File: src/rtl/lsu_mem_ctrl.sv
// Load/store unit: turns datapath load/store requests into handshaked memory
// accesses, stalling the core while an access is in flight.
module lsu_mem_ctrl #(
   parameter int unsigned TIMEOUT = 255
) (
   input  logic        clk,
   input  logic        rst,
   input  logic        req_valid,
   input  logic        req_we,
   input  logic [2:0]  func3,
   input  logic [31:0] addr,
   input  logic [31:0] wdata,
   output logic        stall,
   output logic        done,
   output logic        fault,
   output logic [31:0] rdata,
   output logic        mem_req,
   output logic        mem_we,
   output logic [31:0] mem_addr,
   output logic [31:0] mem_wdata,
   output logic [3:0]  mem_be,
   input  logic        mem_ack,
   input  logic [31:0] mem_rdata
);

   localparam int unsigned CW = $clog2(TIMEOUT + 1);

   typedef enum logic [1:0] {IDLE, ACCESS, DONE} state_t;

   state_t        state_q, state_d;
   logic          we_q, we_d;
   logic [2:0]    f3_q, f3_d;
   logic [1:0]    off_q, off_d;
   logic [31:0]   waddr_q, waddr_d;
   logic [3:0]    be_q, be_d;
   logic [31:0]   lane_q, lane_d;
   logic [31:0]   rdata_q, rdata_d;
   logic          to_q, to_d;
   logic [CW-1:0] cnt_q, cnt_d;

   logic          illegal, misalign, req_go, req_fault, tmo;
   logic [CW:0]   cnt_inc;
   logic [3:0]    be_req;
   logic [31:0]   lane_req, shifted, load_ext;

   // Request decode; reset masks the request so nothing leaks out while rst is low.
   always_comb begin
      unique case (func3)
         3'b000, 3'b001, 3'b010: illegal = 1'b0;
         3'b100, 3'b101:         illegal = req_we;
         default:                illegal = 1'b1;
      endcase
      misalign  = ((func3[1:0] == 2'b01) && addr[0]) ||
                  ((func3[1:0] == 2'b10) && (addr[1:0] != 2'b00));
      req_go    = rst && req_valid && !illegal && !misalign;
      req_fault = rst && req_valid && (illegal || misalign);

      unique case (func3[1:0])
         2'b00: begin
            be_req   = 4'b0001 << addr[1:0];
            lane_req = {4{wdata[7:0]}};
         end
         2'b01: begin
            be_req   = 4'b0011 << {addr[1], 1'b0};
            lane_req = {2{wdata[15:0]}};
         end
         default: begin
            be_req   = 4'b1111;
            lane_req = wdata;
         end
      endcase
   end

   always_comb begin
      shifted = mem_rdata >> {off_q, 3'b000};
      unique case (f3_q)
         3'b000:  load_ext = {{24{shifted[7]}}, shifted[7:0]};
         3'b001:  load_ext = {{16{shifted[15]}}, shifted[15:0]};
         3'b100:  load_ext = {24'h0, shifted[7:0]};
         3'b101:  load_ext = {16'h0, shifted[15:0]};
         default: load_ext = shifted;
      endcase
   end

   // Timeout fires on the TIMEOUT-th ACCESS cycle without ack.
   always_comb begin
      cnt_inc = {1'b0, cnt_q} + (CW + 1)'(1);
      tmo     = cnt_inc >= (CW + 1)'(TIMEOUT);
   end

   always_ff @(posedge clk) begin
      if (!rst) state_q <= IDLE;
      else      state_q <= state_d;
   end

   always_comb begin
      state_d = state_q;
      unique case (state_q)
         IDLE:    if (req_go) state_d = ACCESS;
         ACCESS:  if (mem_ack || tmo) state_d = DONE;
         default: state_d = IDLE;
      endcase
   end

   always_comb begin
      mem_req   = (state_q == ACCESS);
      mem_we    = (state_q == ACCESS) && we_q;
      stall     = ((state_q == IDLE) && req_go) || (state_q == ACCESS);
      done      = (state_q == DONE);
      fault     = ((state_q == IDLE) && req_fault) || ((state_q == DONE) && to_q);
      rdata     = rdata_q;
      mem_addr  = waddr_q;
      mem_wdata = lane_q;
      mem_be    = be_q;
   end

   always_comb begin
      we_d    = we_q;
      f3_d    = f3_q;
      off_d   = off_q;
      waddr_d = waddr_q;
      be_d    = be_q;
      lane_d  = lane_q;
      rdata_d = rdata_q;
      to_d    = to_q;
      cnt_d   = cnt_q;
      unique case (state_q)
         IDLE: begin
            if (req_go) begin
               we_d    = req_we;
               f3_d    = func3;
               off_d   = addr[1:0];
               waddr_d = {addr[31:2], 2'b00};
               be_d    = be_req;
               lane_d  = lane_req;
               to_d    = 1'b0;
               cnt_d   = '0;
            end
         end
         ACCESS: begin
            cnt_d = (cnt_q == CW'(TIMEOUT)) ? cnt_q : cnt_inc[CW-1:0];
            if (mem_ack) begin
               rdata_d = we_q ? '0 : load_ext;
            end else if (tmo) begin
               rdata_d = '0;
               to_d    = 1'b1;
            end
         end
         default: ;
      endcase
   end

   always_ff @(posedge clk) begin
      if (!rst) begin
         we_q    <= 1'b0;
         f3_q    <= '0;
         off_q   <= '0;
         waddr_q <= '0;
         be_q    <= '0;
         lane_q  <= '0;
         rdata_q <= '0;
         to_q    <= 1'b0;
         cnt_q   <= '0;
      end else begin
         we_q    <= we_d;
         f3_q    <= f3_d;
         off_q   <= off_d;
         waddr_q <= waddr_d;
         be_q    <= be_d;
         lane_q  <= lane_d;
         rdata_q <= rdata_d;
         to_q    <= to_d;
         cnt_q   <= cnt_d;
      end
   end

endmodule

File: config.mk
export PLATFORM = sky130hd
export DESIGN_NAME = lsu_mem_ctrl
export DESIGN_NICKNAME = d
export VERILOG_FILES = /design/src/rtl/lsu_mem_ctrl.sv
export SDC_FILE = /design/constraint.sdc
export NUM_CORES = 1
export LEC_CHECK = 0
export CAP_MARGIN = 20
export CORE_AREA = 4 4 140 142
export DETAILED_ROUTE_END_ITERATION = 16
export DIE_AREA = 0 0 144 146
export PLACE_DENSITY = 0.66
export SETUP_SLACK_MARGIN = 0.2
export SYNTH_ARGS = -nofsm -noshare
export SYNTH_HDL_FRONTEND = slang
export SYNTH_SLANG_ARGS = --single-unit
export TNS_END_PERCENT = 100
File: constraint.sdc
create_clock -name clk -period 2.4 [get_ports clk]
set_input_delay 0.48 -clock clk [delete_from_list [all_inputs] [get_ports clk]]
set_output_delay 0.48 -clock clk [all_outputs]
set_load 0.05 [all_outputs]
==> key figures, run 1 <==
Run status
  – Status: finished clean

Synth
  – Mapped Cells: 682
  – Asr flop ratio synth: 0
  – Yosys reg bits: 115
  – Post-synthesis cell area: 5414 um^2
  – Most common library cells after synthesis: nand2_1, dfxtp_1, a21oi_1
  – Synth cell types: 51
  – Yosys Warn Count: 0
  – Most common flop cell mapped by yosys: dfxtp_1
  – Sequential area share after synthesis: 0.4252
  – Count leader, synth: nand2_1
  – Yosys top cell area share: 0.4252
  – Avg Inst Size Synth: 7.938 um^2
  – Top cell type by total area after synthesis: dfxtp_1
  – Post-synth EDFFs: 0
  – Largest cells by area after synthesis: dfxtp_1, nand2_1, a21oi_1

Critical path
  – Worst Setup SP: req_valid
  – Worst EP arrival: 1.68 ns
  – Worst path max stage delay: 0.49 ns
  – CP endpoint kind: primary output
  – Worst r2r src: off_q[1]$_SDFFE_PN0P_
  – Required @ worst endpoint: 1.92 ns
  – Setup Crit Path Kind: input pin to primary output
  – Startpoint Class: input pin
  – Cell family with most CP delay: buffers and inverters
  – Critical-path cell list: clkdlybuf4s50_1 > nor4bb_4 > buf_4 > o21ai_4 > nand2_4 > buf_12
  – CP Max Fanout: 4
  – Critical path's slowest cell: clkdlybuf4s50_1
  – Number of buffer and inverter stages on the critical path: 3

Route
  – Final antenna-violating net count: 0
  – DRC Markers: 0
  – Initial DRC Count: 305
  – WL/cell: 16.50 um
  – DRT Pass-1 Iters: 5
  – Via/cell ratio: 4.990
  – DR vias: 5629
  – WL final: 18620 um

Cells and area
  – Finished Layout Cells: 1128
  – Seq. cell area: 2306 um^2
  – Nets: 985
  – Fillers: 1796
  – Multi-input logic area: 2920 um^2
  – Layout cells sized above 1: 0.1054
  – Layout Utilization: 0.4618
  – Area grow syn2layout: 57.43%

Floorplanning
  – CORE AREA: 18460 um^2
  – Die H: 146 um
  – Die Area: 21020 um^2
  – Starting Density: 0.2934
  – Top Ports: 209
  – Row count: 50
  – Die width: 144 um

GRT
  – Largest net degree at the start of global routing: 88
  – Overall Global Routing Usage: 0.1748
  – First-pass GRT wire length: 29480 um
  – Vias in the first global route: 5409
  – Total grt overflow: 0
  – Initial antenna violation count: 2

CTS
  – CTS tree: built
  – Max clock buf depth: 2
  – Clock Latency Late Sink: 0.41 ns
  – Post-CTS Setup Repair Bufs: 0
  – Clock-pin slew on the worst setup and hold paths: 0.06 ns
  – Clk sinks: 115
  – CTS Buf Count: 17
  – Root Buffer: clkbuf_16
  – H-tree levels: 4

Placed design
  – Routability Congestion: 0.8307
  – Cells after DPL: 1094
  – Port Buffers: 206
  – Hpwl dp: 13250 um
  – Setup slack at placement: -0.1532 ns

Flow run
  – Max_cap viols: 0

Timing
  – Min Tclk post-route: 2.155 ns
  – Final count of pins violating max slew: 0
  – Fin worst setup slack: 0.2445 ns
  – Part of the cycle the worst path needs: 0.8981
  – Worst hold slack: 0.4516 ns
  – Unrepaired setup endpoints after global routing: true
  – Max transition margin: 0.6129
  – Clk_skew: 0.008357 ns
  – Setup violators final: 0
  – Fmax: 463.9 MHz
  – Worst slew pin tran: 0.5788 ns
  – Fin. Hold Viols: 0

Worst hold path
  – Min-delay src: mem_wdata[6]$_SDFFE_PN0P_
  – Hold/Removal Path Class: register to register

Power and ir drop
  – Peak supply drop: 0.5423 mV
  – PwrDens: 642.7 nW/um^2
  – Pleak: 3.013 nW
  – Sw Ratio: 0.2788
  – Internal power: 0.003951 W
  – Switching Power: 0.001527 W
  – Clock Power Share: 0.471
  – Seq pwr share: 0.366
  – Comb pwr share: 0.163
## area by class of cell
| cell class | instances | area share |
|---|---|---|
| Clock buffer | 20 | 0.05358 |
| Inverter | 7 | 0.003230 |
| Sequential cell | 115 | 0.2706 |
| Multi-Input combinational cell | 502 | 0.3426 |
| Tap cell | 234 | 0.03435 |
| Antenna cell | 2 | 0.0005872 |
| Timing Repair Buffer | 236 | 0.2782 |
| Clock inverter | 12 | 0.01688 |
## worst paths after layout
check	to	depth (start not counted)	slack (ns)
setup / recovery	stall	6	0.24
hold / removal	mem_wdata[6]$_SDFFE_PN0P_	2	0.45
setup reg to reg	rdata[26]$_SDFFE_PN0P_	7	0.34
hold reg to reg	mem_wdata[6]$_SDFFE_PN0P_	2	0.45
## state kept, by name, summed over array words and instances, names as in the netlist
name,count
we_q,1
state_q,2
rdata,32
mem_wdata,32
off_q,2
f3_q,3
cnt_q,8
mem_addr,30
to_q,1
mem_be,4
## timing repair
action,in CTS,in global routing
pin swaps,3,0
hold buffers,0,0
gates resized for setup,17,4
endpoints found under the setup margin,4,9
## per-layer routing
layer / routed length (um) / vias up / global-route usage
met4: 176 / 0 / 0.04849
met5: 0 / - / 0
met2: 8275 / 219 / 0.2647
li1: - / 2825 / -
met1: 8135 / 2573 / 0.2286
met3: 2028 / 12 / 0.07263
## per-stage QoR
stage	total power [W]	TNS [ns]	cell area [um^2]
floorplan	0.002514	0	5429
global placement	0.002930	-0.1980	7865
detailed placement	0.002936	-0.1893	7865
CTS	0.005538	0	8506
global route	0.005704	0	8523
finish	0.005478	0	8523
## cells in the final DEF (no fill, tap or decap), types with 7 or more instances in the layout
cell,n
a21oi_1,94
a211oi_1,44
clkdlybuf4s50_1,194
o31ai_1,8
mux2_2,7
o21ai_0,33
a311oi_1,10
dfxtp_1,114
nor2_1,64
clkbuf_16,17
buf_12,8
buf_4,26
mux2i_1,33
nor3_1,13
a32oi_1,8
nand2_1,126
## worst register-to-register path: cells and delay by family (launching register included)
kind            cells  cell delay (ns)
compound gates      4             0.83
buf+inv             2             0.48
flops               1             0.41
simple gates        1             0.23
## power groups by stage
stage	Combinational (W)	Sequential [W]	Clock (W)
after floorplan	0.000296	0.00222	0
after global placement	0.000887	0.00204	0
final	0.000892	0.00200	0.00258
after CTS	0.000897	0.00201	0.00264
after detailed placement	0.000891	0.00205	0
after global routing	0.000956	0.00201	0.00274
## cells by family after synthesis
group	after synthesis	share of synthesized area
buffers and inverters	66	0.05084
AND/OR/NAND/NOR	236	0.1844
flip-flops	115	0.4252
multiplexers	43	0.08389
adder cells (fa/ha/maj)	2	0.004621
other	1	0.0006927
AO/OA/AOI/OAI	219	0.2503
Note: power is estimated with default switching activity, not from simulation.
==> run 2, diff against run 1 <==
Settings changed: CTS_CLUSTER_SIZE from default to 10, MAX_ROUTING_LAYER from default to met4.
==> run 2 against run 1 <==
  * Clock power is essentially flat
  * Sequential power is essentially flat
  * Hold slack gained 0.0019 ns
  * Design area is the same
  * First-iteration DRC count shrank 3.0%
  * Via count grew 0.68%
  * Critical path depth is the same
  * Cell count is the same
  * Critical path type unchanged
==> key figures, run 2 (synthesis gave the netlist of run 1 again) <==
Timing
  – Unrepaired setup endpoints after global routing: true (unchanged)
  – Fmax: 464.4 MHz (was 463.9 MHz)
  – Worst hold slack: 0.4535 ns (was 0.4516 ns)
  – Fin worst setup slack: 0.2465 ns (was 0.2445 ns)
  – Clk_skew: 0.008479 ns (was 0.008357 ns)
  – Max transition margin: 0.6163 (was 0.6129)
  – Worst slew pin tran: 0.5737 ns (was 0.5788 ns)
  – Final count of pins violating max slew: 0 (unchanged)
  – Setup violators final: 0 (unchanged)
  – Post-route setup TNS: 0 ns (unchanged)
  – Fin. Hold Viols: 0 (unchanged)
  – Min Tclk post-route: 2.154 ns (was 2.155 ns)
  – Part of the cycle the worst path needs: 0.8973 (was 0.8981)

Cells and area
  – Nets: 985 (unchanged)
  – Area grow syn2layout: 57.43% (unchanged)
  – Multi-input logic area: 2920 um^2 (unchanged)
  – Layout cells sized above 1: 0.1054 (unchanged)
  – Leading cell type in the layout, fill and taps excluded: clkdlybuf4s50_1 (unchanged)
  – Fillers: 1796 (unchanged)
  – Most frequent cells in the layout: clkdlybuf4s50_1, nand2_1, dfxtp_1 (unchanged)
  – Layout Utilization: 0.4618 (unchanged)
  – Seq. cell area: 2306 um^2 (unchanged)

CTS
  – Post-CTS Setup Repair Bufs: 0 (unchanged)
  – CTS Hold Bufs: 0 (unchanged)
  – Clk sinks: 115 (unchanged)
  – Clock-pin slew on the worst setup and hold paths: 0.06 ns (about the same)
  – Max clock buf depth: 2 (unchanged)
  – CTS Buf Count: 17 (unchanged)
  – H-tree levels: 4 (unchanged)
  – Root Buffer: clkbuf_16 (unchanged)
  – Clock Latency Late Sink: 0.41 ns (about the same)
  – CTS tree: built (unchanged)

Floorplanning
  – Die H: 146 um (unchanged)
  – Row count: 50 (unchanged)
  – Die width: 144 um (unchanged)
  – Starting Density: 0.2934 (unchanged)
  – Top Ports: 209 (unchanged)
  – Die Area: 21020 um^2 (unchanged)
  – CORE AREA: 18460 um^2 (unchanged)

Route
  – DRC Markers: 0 (unchanged)
  – Final antenna-violating net count: 0 (unchanged)
  – Via/cell ratio: 5.024 (was 4.990)
  – WL final: 18580 um (was 18620 um)
  – Initial DRC Count: 296 (was 305)
  – DR vias: 5667 (was 5629)
  – WL/cell: 16.47 um (was 16.50 um)
  – DRT Pass-1 Iters: 5 (unchanged)

Worst hold path
  – Hold/Removal Path Class: register to register (unchanged)

GRT
  – Vias in the first global route: 5452 (was 5409)
  – Overall Global Routing Usage: 0.1791 (was 0.1748)
  – First-pass GRT wire length: 29280 um (was 29480 um)
  – Total grt overflow: 0 (unchanged)
  – Largest net degree at the start of global routing: 88 (unchanged)
  – Met2 Track Usage GR: 0.2675 (was 0.2647)
  – Routing usage on met1: 0.2336 (was 0.2286)
  – Initial antenna violation count: 2 (unchanged)
  – Met3 Use GR: 0.05718 (was 0.07263)
  – Gr busiest metal: met2 (unchanged)

Placed design
  – Hpwl dp: 13250 um (unchanged)
  – Port Buffers: 206 (unchanged)
  – Routability Congestion: 0.8433 (was 0.8307)
  – Setup slack at placement: -0.1532 ns (unchanged)

Flow run
  – Max_cap viols: 0 (unchanged)

Critical path
  – Required @ worst endpoint: 1.92 ns (about the same)
  – Setup Crit Path Kind: input pin to primary output (unchanged)
  – Startpoint Class: input pin (unchanged)
  – Worst EP arrival: 1.67 ns (was 1.68 ns)
  – CP Max Fanout: 4 (unchanged)
  – CP endpoint kind: primary output (unchanged)

Run status
  – Status: finished clean (unchanged)

Power and ir drop
  – Pleak: 3.013 nW (unchanged)
  – Peak supply drop: 0.5368 mV (was 0.5423 mV)
  – PwrDens: 643.0 nW/um^2 (was 642.7 nW/um^2)
## run 2: worst paths after layout
path,start,to,slack [ns],cells past startpoint
max,req_valid,stall,0.25,6
min,mem_addr[31]$_SDFFE_PN0P_,mem_addr[31]$_SDFFE_PN0P_,0.45,2
max reg2reg,off_q[1]$_SDFFE_PN0P_,rdata[27]$_SDFFE_PN0P_,0.32,7
min reg2reg,mem_addr[31]$_SDFFE_PN0P_,mem_addr[31]$_SDFFE_PN0P_,0.45,2
## run 2: power breakdown
| part | internal [W] | switching, W | total (W) |
|---|---|---|---|
| sequential | 0.00197 | 0.0000374 | 0.00200 |
| combinational | 0.000381 | 0.000511 | 0.000892 |
| clock | 0.00160 | 0.000981 | 0.00258 |
## run 2: repair_timing
action,in CTS,in global routing
endpoints found under the hold margin,0,0
endpoints found under the setup margin,4,9
pin swaps,3,0
gates resized for setup,17,4
## run 2: worst max-delay path, stage by stage
cell and delay (ns):
clkdlybuf4s50_1 0.49, nor4bb_4 0.22, buf_4 0.18, o21ai_4 0.08, nand2_4 0.09, buf_12 0.14
## run 2: stage by stage
stage / area (um^2) / total power, W / instances
after floorplan: 5429 / 0.002514 / 683
after global placement: 7865 / 0.002930 / 1094
after detailed placement: 7865 / 0.002936 / 1094
after global routing: 8523 / 0.005698 / 1128
after CTS: 8506 / 0.005538 / 1126
final: 8523 / 0.005481 / 1128
## run 2: cell type report
type	count	share of cell area
multi-input combinational	502	0.3426
timing repair buffer	236	0.2782
sequential	115	0.2706
clock buffer	20	0.05358
tap	234	0.03435
clock inverter	12	0.01688
inverter	7	0.003230
antenna	2	0.0005872
## run 2: metal layers
layer | routed length [um] | vias up
met4 | 204 | 0
met2 | 8239 | 238
li1 | - | 2833
met1 | 8259 | 2580
met5 | 0 | -
met3 | 1880 | 16
==> run 3, diff against run 2 <==
Settings changed: PLACE_DENSITY 0.66 to 0.68.
Clock period 2.4 ns to 1.8 ns, I/O delays scaled along.
==> run 3 against run 2 <==
  * The run now ends with negative setup slack left
  * Flip-flop and latch count unchanged
  * Setup slack worse by 0.37 ns
  * Clock-buffer cell count down 2
  * Cell count up 7.7%
  * Critical endpoint unchanged
  * Highest routed layer unchanged
  * Clock power up 29%
  * First-iteration DRC count down 24%
  * Critical path depth unchanged
  * Sequential share of layout area down 4.6 points
==> key figures, run 3 (synthesis gave the netlist of run 1 again) <==
Route
  – WL final: 21720 um (was 18580 um)
  – Final antenna-violating net count: 0 (unchanged)
  – Via/cell ratio: 5.151 (was 5.024)
  – DRC Markers: 0 (unchanged)
  – WL/cell: 17.87 um (was 16.47 um)
  – DRT Pass-1 Iters: 5 (unchanged)
  – Initial DRC Count: 224 (was 296)
  – DR vias: 6258 (was 5667)

Power and ir drop
  – Pleak: 4.118 nW (was 3.013 nW)
  – Internal power: 0.005408 W (was 0.003952 W)
  – Seq pwr share: 0.353 (was 0.366)
  – PwrDens: 737.2 nW/um^2 (was 643.0 nW/um^2)
  – Clock Power Share: 0.437 (was 0.472)
  – Switching Power: 0.002182 W (was 0.001529 W)
  – Peak supply drop: 0.6506 mV (was 0.5368 mV)
  – Comb pwr share: 0.210 (was 0.163)
  – Sw Ratio: 0.2874 (was 0.2790)

GRT
  – First-pass GRT wire length: 31530 um (was 29280 um)
  – Met2 Track Usage GR: 0.3007 (was 0.2675)
  – Routing usage on met1: 0.2410 (was 0.2336)
  – Gr busiest metal: met2 (unchanged)
  – Total grt overflow: 0 (unchanged)
  – Largest net degree at the start of global routing: 33 (was 88)
  – Vias in the first global route: 5860 (was 5452)
  – Initial antenna violation count: 3 (was 2)
  – Met3 Use GR: 0.06605 (was 0.05718)
  – Overall Global Routing Usage: 0.1931 (was 0.1791)

Run status
  – Status: finished with violations (was finished clean)
  – Failing checks: negative setup slack

Worst hold path
  – Min-delay src: func3[0] (was mem_addr[31]$_SDFFE_PN0P_)
  – Hold/Removal Path Class: input pin to register (was register to register)

Critical path
  – Worst r2r src: state_q[1]$_SDFFE_PN0P_ (was off_q[1]$_SDFFE_PN0P_)
  – Setup Crit Path Kind: register to primary output (was input pin to primary output)
  – Worst R2R Setup Slack: -0.12 ns (was 0.32 ns)
  – Cell family with most CP delay: buffers and inverters (unchanged)
  – Startpoint Class: register (was input pin)
  – Worst EP arrival: 1.56 ns (was 1.67 ns)
  – Critical-path cell list: buf_6 > nor4bb_4 > buf_4 > o21ai_4 > nand2_4 > buf_12 (was clkdlybuf4s50_1 > nor4bb_4 > buf_4 > o21ai_4 > nand2_4 > buf_12)
  – Required @ worst endpoint: 1.44 ns (was 1.92 ns)
  – Critical path's slowest cell: dfxtp_2 (was clkdlybuf4s50_1)
  – CP endpoint kind: primary output (unchanged)
  – CP Max Fanout: 5 (was 4)
  – Worst path max stage delay: 0.32 ns (was 0.49 ns)
  – Worst Setup SP: state_q[1]$_SDFFE_PN0P_ (was req_valid)
  – Number of buffer and inverter stages on the critical path: 3 (unchanged)

CTS
  – CTS Hold Bufs: 0 (unchanged)
  – Max clock buf depth: 2 (unchanged)
  – Root Buffer: clkbuf_16 (unchanged)
  – Clock Latency Late Sink: 0.42 ns (was 0.41 ns)
  – CTS tree: built (unchanged)
  – Clk sinks: 115 (unchanged)
  – CTS Buf Count: 17 (unchanged)
  – H-tree levels: 4 (unchanged)
  – Clock-pin slew on the worst setup and hold paths: 0.05 ns (was 0.06 ns)

Timing
  – Final count of pins violating max slew: 0 (unchanged)
  – Fin worst setup slack: -0.1246 ns (was 0.2465 ns)
  – Fmax: 519.6 MHz
  – Setup violators final: 69 (was 0)
  – Part of the cycle the worst path needs: 1.069
  – Min Tclk post-route: 1.925 ns
  – Clk_skew: 0.007705 ns (was 0.008479 ns)
  – Fin. Hold Viols: 0 (unchanged)
  – Unrepaired setup endpoints after global routing: true (unchanged)

Cells and area
  – Layout cells sized above 1: 0.4571 (was 0.1054)
  – Most frequent cells in the layout: buf_4, dfxtp_1, clkdlybuf4s50_1 (was clkdlybuf4s50_1, nand2_1, dfxtp_1)
  – Fillers: 1522 (was 1796)
  – Layout Cell Area excl Fill: 10290 um^2 (was 8523 um^2)
  – Nets: 1072 (was 985)
  – Layout Utilization: 0.5578 (was 0.4618)
  – Area grow syn2layout: 90.16% (was 57.43%)
  – Leading cell type in the layout, fill and taps excluded: buf_4 (was clkdlybuf4s50_1)

Placed design
  – Post-DP Area: 7990 um^2 (was 7865 um^2)
  – Port Buffers: 206 (unchanged)
  – Routability Congestion: 0.8184 (was 0.8433)
  – Hpwl dp: 13460 um (was 13250 um)

Floorplanning
  – Starting Density: 0.2934 (unchanged)
  – Die H: 146 um (unchanged)
  – Row count: 50 (unchanged)
  – Die Area: 21020 um^2 (unchanged)
  – Die width: 144 um (unchanged)
  – Top Ports: 209 (unchanged)
  – CORE AREA: 18460 um^2 (unchanged)

Flow run
  – Max_cap viols: 0 (unchanged)
## run 3: cell types whose count changed in the layout (fill, tap and decap cells not counted), moves of 7 or more
cell             delta
a211oi_2           +18
buf_4             +133
a21oi_1            -62
nand2_2            +10
clkdlybuf4s50_1    -99
buf_12             +12
a21oi_2            +61
nand2_4            +33
buf_6              +19
buf_8               +7
a211oi_1           -19
nor2_1             -12
nand2_1            -43
buf_16             +13
## run 3: through the flow
stage | setup slack [ns] | power, W | hold slack, ns | std cells | setup TNS, ns
after floorplan | -0.008319 | 0.003375 | 0.4451 | 683 | -0.008319
after global placement | -0.5604 | 0.003948 | 0.4389 | 1131 | -47.84
after detailed placement | -0.6157 | 0.003953 | 0.4431 | 1131 | -52.05
after CTS | -0.1570 | 0.007461 | 0.3480 | 1202 | -3.508
after global routing | -0.2007 | 0.007853 | 0.3032 | 1214 | -9.323
final | -0.1246 | 0.007590 | 0.3036 | 1215 | -3.306
## run 3: timing repair
item	in CTS	in global routing
cloned	14	2
pin swaps	33	85
resized for setup	100	171
setup buffers	26	8
setup endpoints to repair	119	120
## run 3: area by class of cell
cell class              instances  area (um^2)  share of cell area
well taps                     234        292.8             0.02844
repair buffers                323         3323              0.3228
multi-input cells             502         3751              0.3644
inverters                       7        31.28            0.003038
flip-flops and latches        115         2313              0.2247
clock buffers                  18        439.2             0.04266
diodes                          3        7.507           0.0007292
clock inverters                13        136.4             0.01325
## run 3: worst paths after layout
check | cells after the start | to
setup / recovery | 6 | stall
hold / removal | 3 | f3_q[0]$_SDFFE_PN0P_
setup reg to reg | 12 | mem_wdata[5]$_SDFFE_PN0P_
hold reg to reg | 2 | mem_addr[13]$_SDFFE_PN0P_
## run 3: worst register-to-register path, delay by kind of cell (launching register included)
family	cells	cell delay [ns]
AOI/OAI and AO/OA	2	0.30
DFF	1	0.32
and+or+nand+nor	2	0.30
buffers and inverters	8	0.94
## run 3: layer usage
layer  wire, um  vias up
met2      10320      222
met4        531        0
li1           -     3008
met3       1569       38
met1       9292     2990
met5          0        -
## run 3: power groups by stage
stage	clock network (W)	logic (W)	registers [W]
6_report	0.00332	0.00159	0.00268
5_1_grt	0.00349	0.00167	0.00269
4_1_cts	0.00336	0.00143	0.00267
3_5_place_dp	0	0.00123	0.00273
3_3_place_gp	0	0.00122	0.00273
2_1_floorplan	0	0.000417	0.00296
==> RTL change (flow settings as in run 3) <==
The 3 states of `state_t` get a one-hot encoding in 3 bits.
--- a/src/rtl/lsu_mem_ctrl.sv
+++ b/src/rtl/lsu_mem_ctrl.sv
@@ -25,7 +25,7 @@
 
    localparam int unsigned CW = $clog2(TIMEOUT + 1);
 
-   typedef enum logic [1:0] {IDLE, ACCESS, DONE} state_t;
+   typedef enum logic [2:0] {IDLE = 3'b001, ACCESS = 3'b010, DONE = 3'b100} state_t;
 
    state_t        state_q, state_d;
    logic          we_q, we_d;
Formal check against the unedited RTL: same outputs for any inputs over 4 cycles, from zero or initial values and one cycle with rst low; so few cycles prove little.
==> RTL change against run 3 <==
The run still ends with negative setup slack left; register-to-register slack worse by 0.22 ns; synthesized area is 9.2% higher; design area is 4.5% higher; synthesized cell count is 12% higher; wire length is 9.0% higher; sequential cell count is 1 higher; sequential power is 11% higher; worst hold slack worse by 0.048 ns; clock power is 6.0% higher; via count is 11% higher; setup slack worse by 0.27 ns; power is 14% higher; largest cell class unchanged.
==> RTL change: results <==
{
  "setup_viol": 115,
  "final.setup.tns_ns": -25.06,
  "outcome": "complete, but fails checks",
  "synthTopCellsByCount": "nand2_1, dfxtp_1, nand4_1",
  "p_total_mw": 8.63,
  "clkTransAtPathRegs_ns": 0.05,
  "fillers": 1496,
  "grt_max_degree": 51,
  "ys_async_sr_fraction": 0,
  "place_hpwl_um": 15100,
  "antenna_found_initial": 3,
  "grtUsageTotal": 0.218,
  "ys_top_cells_by_area": "dfxtp_1, nand2_1, nand4_1",
  "drv_slew": 0,
  "p_leak_nw": 4.16,
  "clockBufferDepth": 2,
  "grt_pass1_vias": 6598,
  "routed_via_density": 5.34,
  "wl_per_cell_um": 18.2,
  "htreeDepth": 4,
  "grt_pass1_wl_um": 35600,
  "cts_root_buf": "clkbuf_16",
  "drive_above_1_share": 0.412,
  "clock_latency_ns": 0.43,
  "hold_path.class": "in2reg",
  "synth_compound_area_frac": 0.169,
  "skew_ns": 0.00905,
  "post-place-ws_ns": -0.815,
  "muxShareOfSynthArea": 0.0785,
  "crit_fanout": 2,
  "synth_warnings": 0,
  "dr.pass1.iters": 5,
  "gp_congestion": 0.862,
  "crit_arrival_ns": 1.83,
  "placed_cells": 1223,
  "yosysSeqAreaShare": 0.393,
  "ys_types": 50,
  "violations": "negative setup slack",
  "synth-xor-area-share": 0,
  "postLayoutSetupSlackWorst_ns": -0.394,
  "synth_adder_area_share": 0.00423,
  "cts_buffers": 17,
  "port_buffers": 206,
  "vdd_drop_max_mv": 0.753,
  "drt_iter0_markers": 426,
  "instances_no_fill": 1302,
  "netlist_instances": 765
}
-- RTL change: changes by cell type after synthesis, moves of 10 or more --
cell and delta:
a211oi_1 -31, nand2_1 +41, nand4_1 +99, a21oi_1 -31, clkbuf_1 +10, nor2_1 -22
o21ai_0 +11
-- RTL change: worst paths after layout --
path                startpoint      endpoint  slack [ns]  depth (start not counted)
setup / recovery      func3[2]         stall       -0.39                          7
hold / removal        func3[0]       f3_q[0]        0.26                          3
setup reg to reg    state_q[2]  mem_addr[18]       -0.34                          9
hold reg to reg   mem_wdata[3]  mem_wdata[3]        0.47                          2
-- RTL change: worst max-delay path, cell delays in order --
cell and delay, ns:
buf_6 0.09, or4_4 0.55, a2111oi_4 0.39, buf_4 0.21
nor2_4 0.05, inv_4 0.06, buf_12 0.12
-- RTL change: report_power, final --
part	switching, mW	leakage [nW]	internal [mW]	total (mW)
registers	0.197	0.943	2.77	2.97
logic	1.30	2.92	0.849	2.15
clock network	1.32	0.295	2.19	3.52
-- RTL change: cells by family after synthesis --
kind of cell    Yosys count
buf+inv                  83
simple gates            357
flops                   116
mux                      43
compound gates          163
fa+ha+maj                 2
other cells               1
-- RTL change: routing by layer --
metal,up-vias,GRT usage,share of wire
met4,0,0.0876,0.033
met1,3341,0.271,0.41
li1,3357,-,-
met5,-,-,0
met2,209,0.348,0.51
met3,50,0.0421,0.048
-- RTL change: final cells by class --
cell class	count	share of cell area
diodes	3	0.000698
clock inverters	14	0.0165
inverters	9	0.00407
well taps	234	0.0272
clock buffers	18	0.0399
flip-flops and latches	116	0.217
repair buffers	341	0.317
multi-input cells	567	0.377
-- RTL change: what timing repair did --
item	in CTS	in global routing
gates cloned	11	0
setup buffers	26	7
gates resized for setup	122	133
endpoints found under the setup margin	121	121
pin swaps	41	56
-- RTL change: metrics by stage --
stage | hold slack [ns] | area [µm²] | utilization
final | 0.255 | 10800 | 0.583
after CTS | 0.229 | 10200 | 0.550
after detailed placement | 0.441 | 8720 | 0.472
after global placement | 0.436 | 8720 | 0.472
after global routing | 0.276 | 10800 | 0.583
after floorplan | 0.447 | 6130 | -
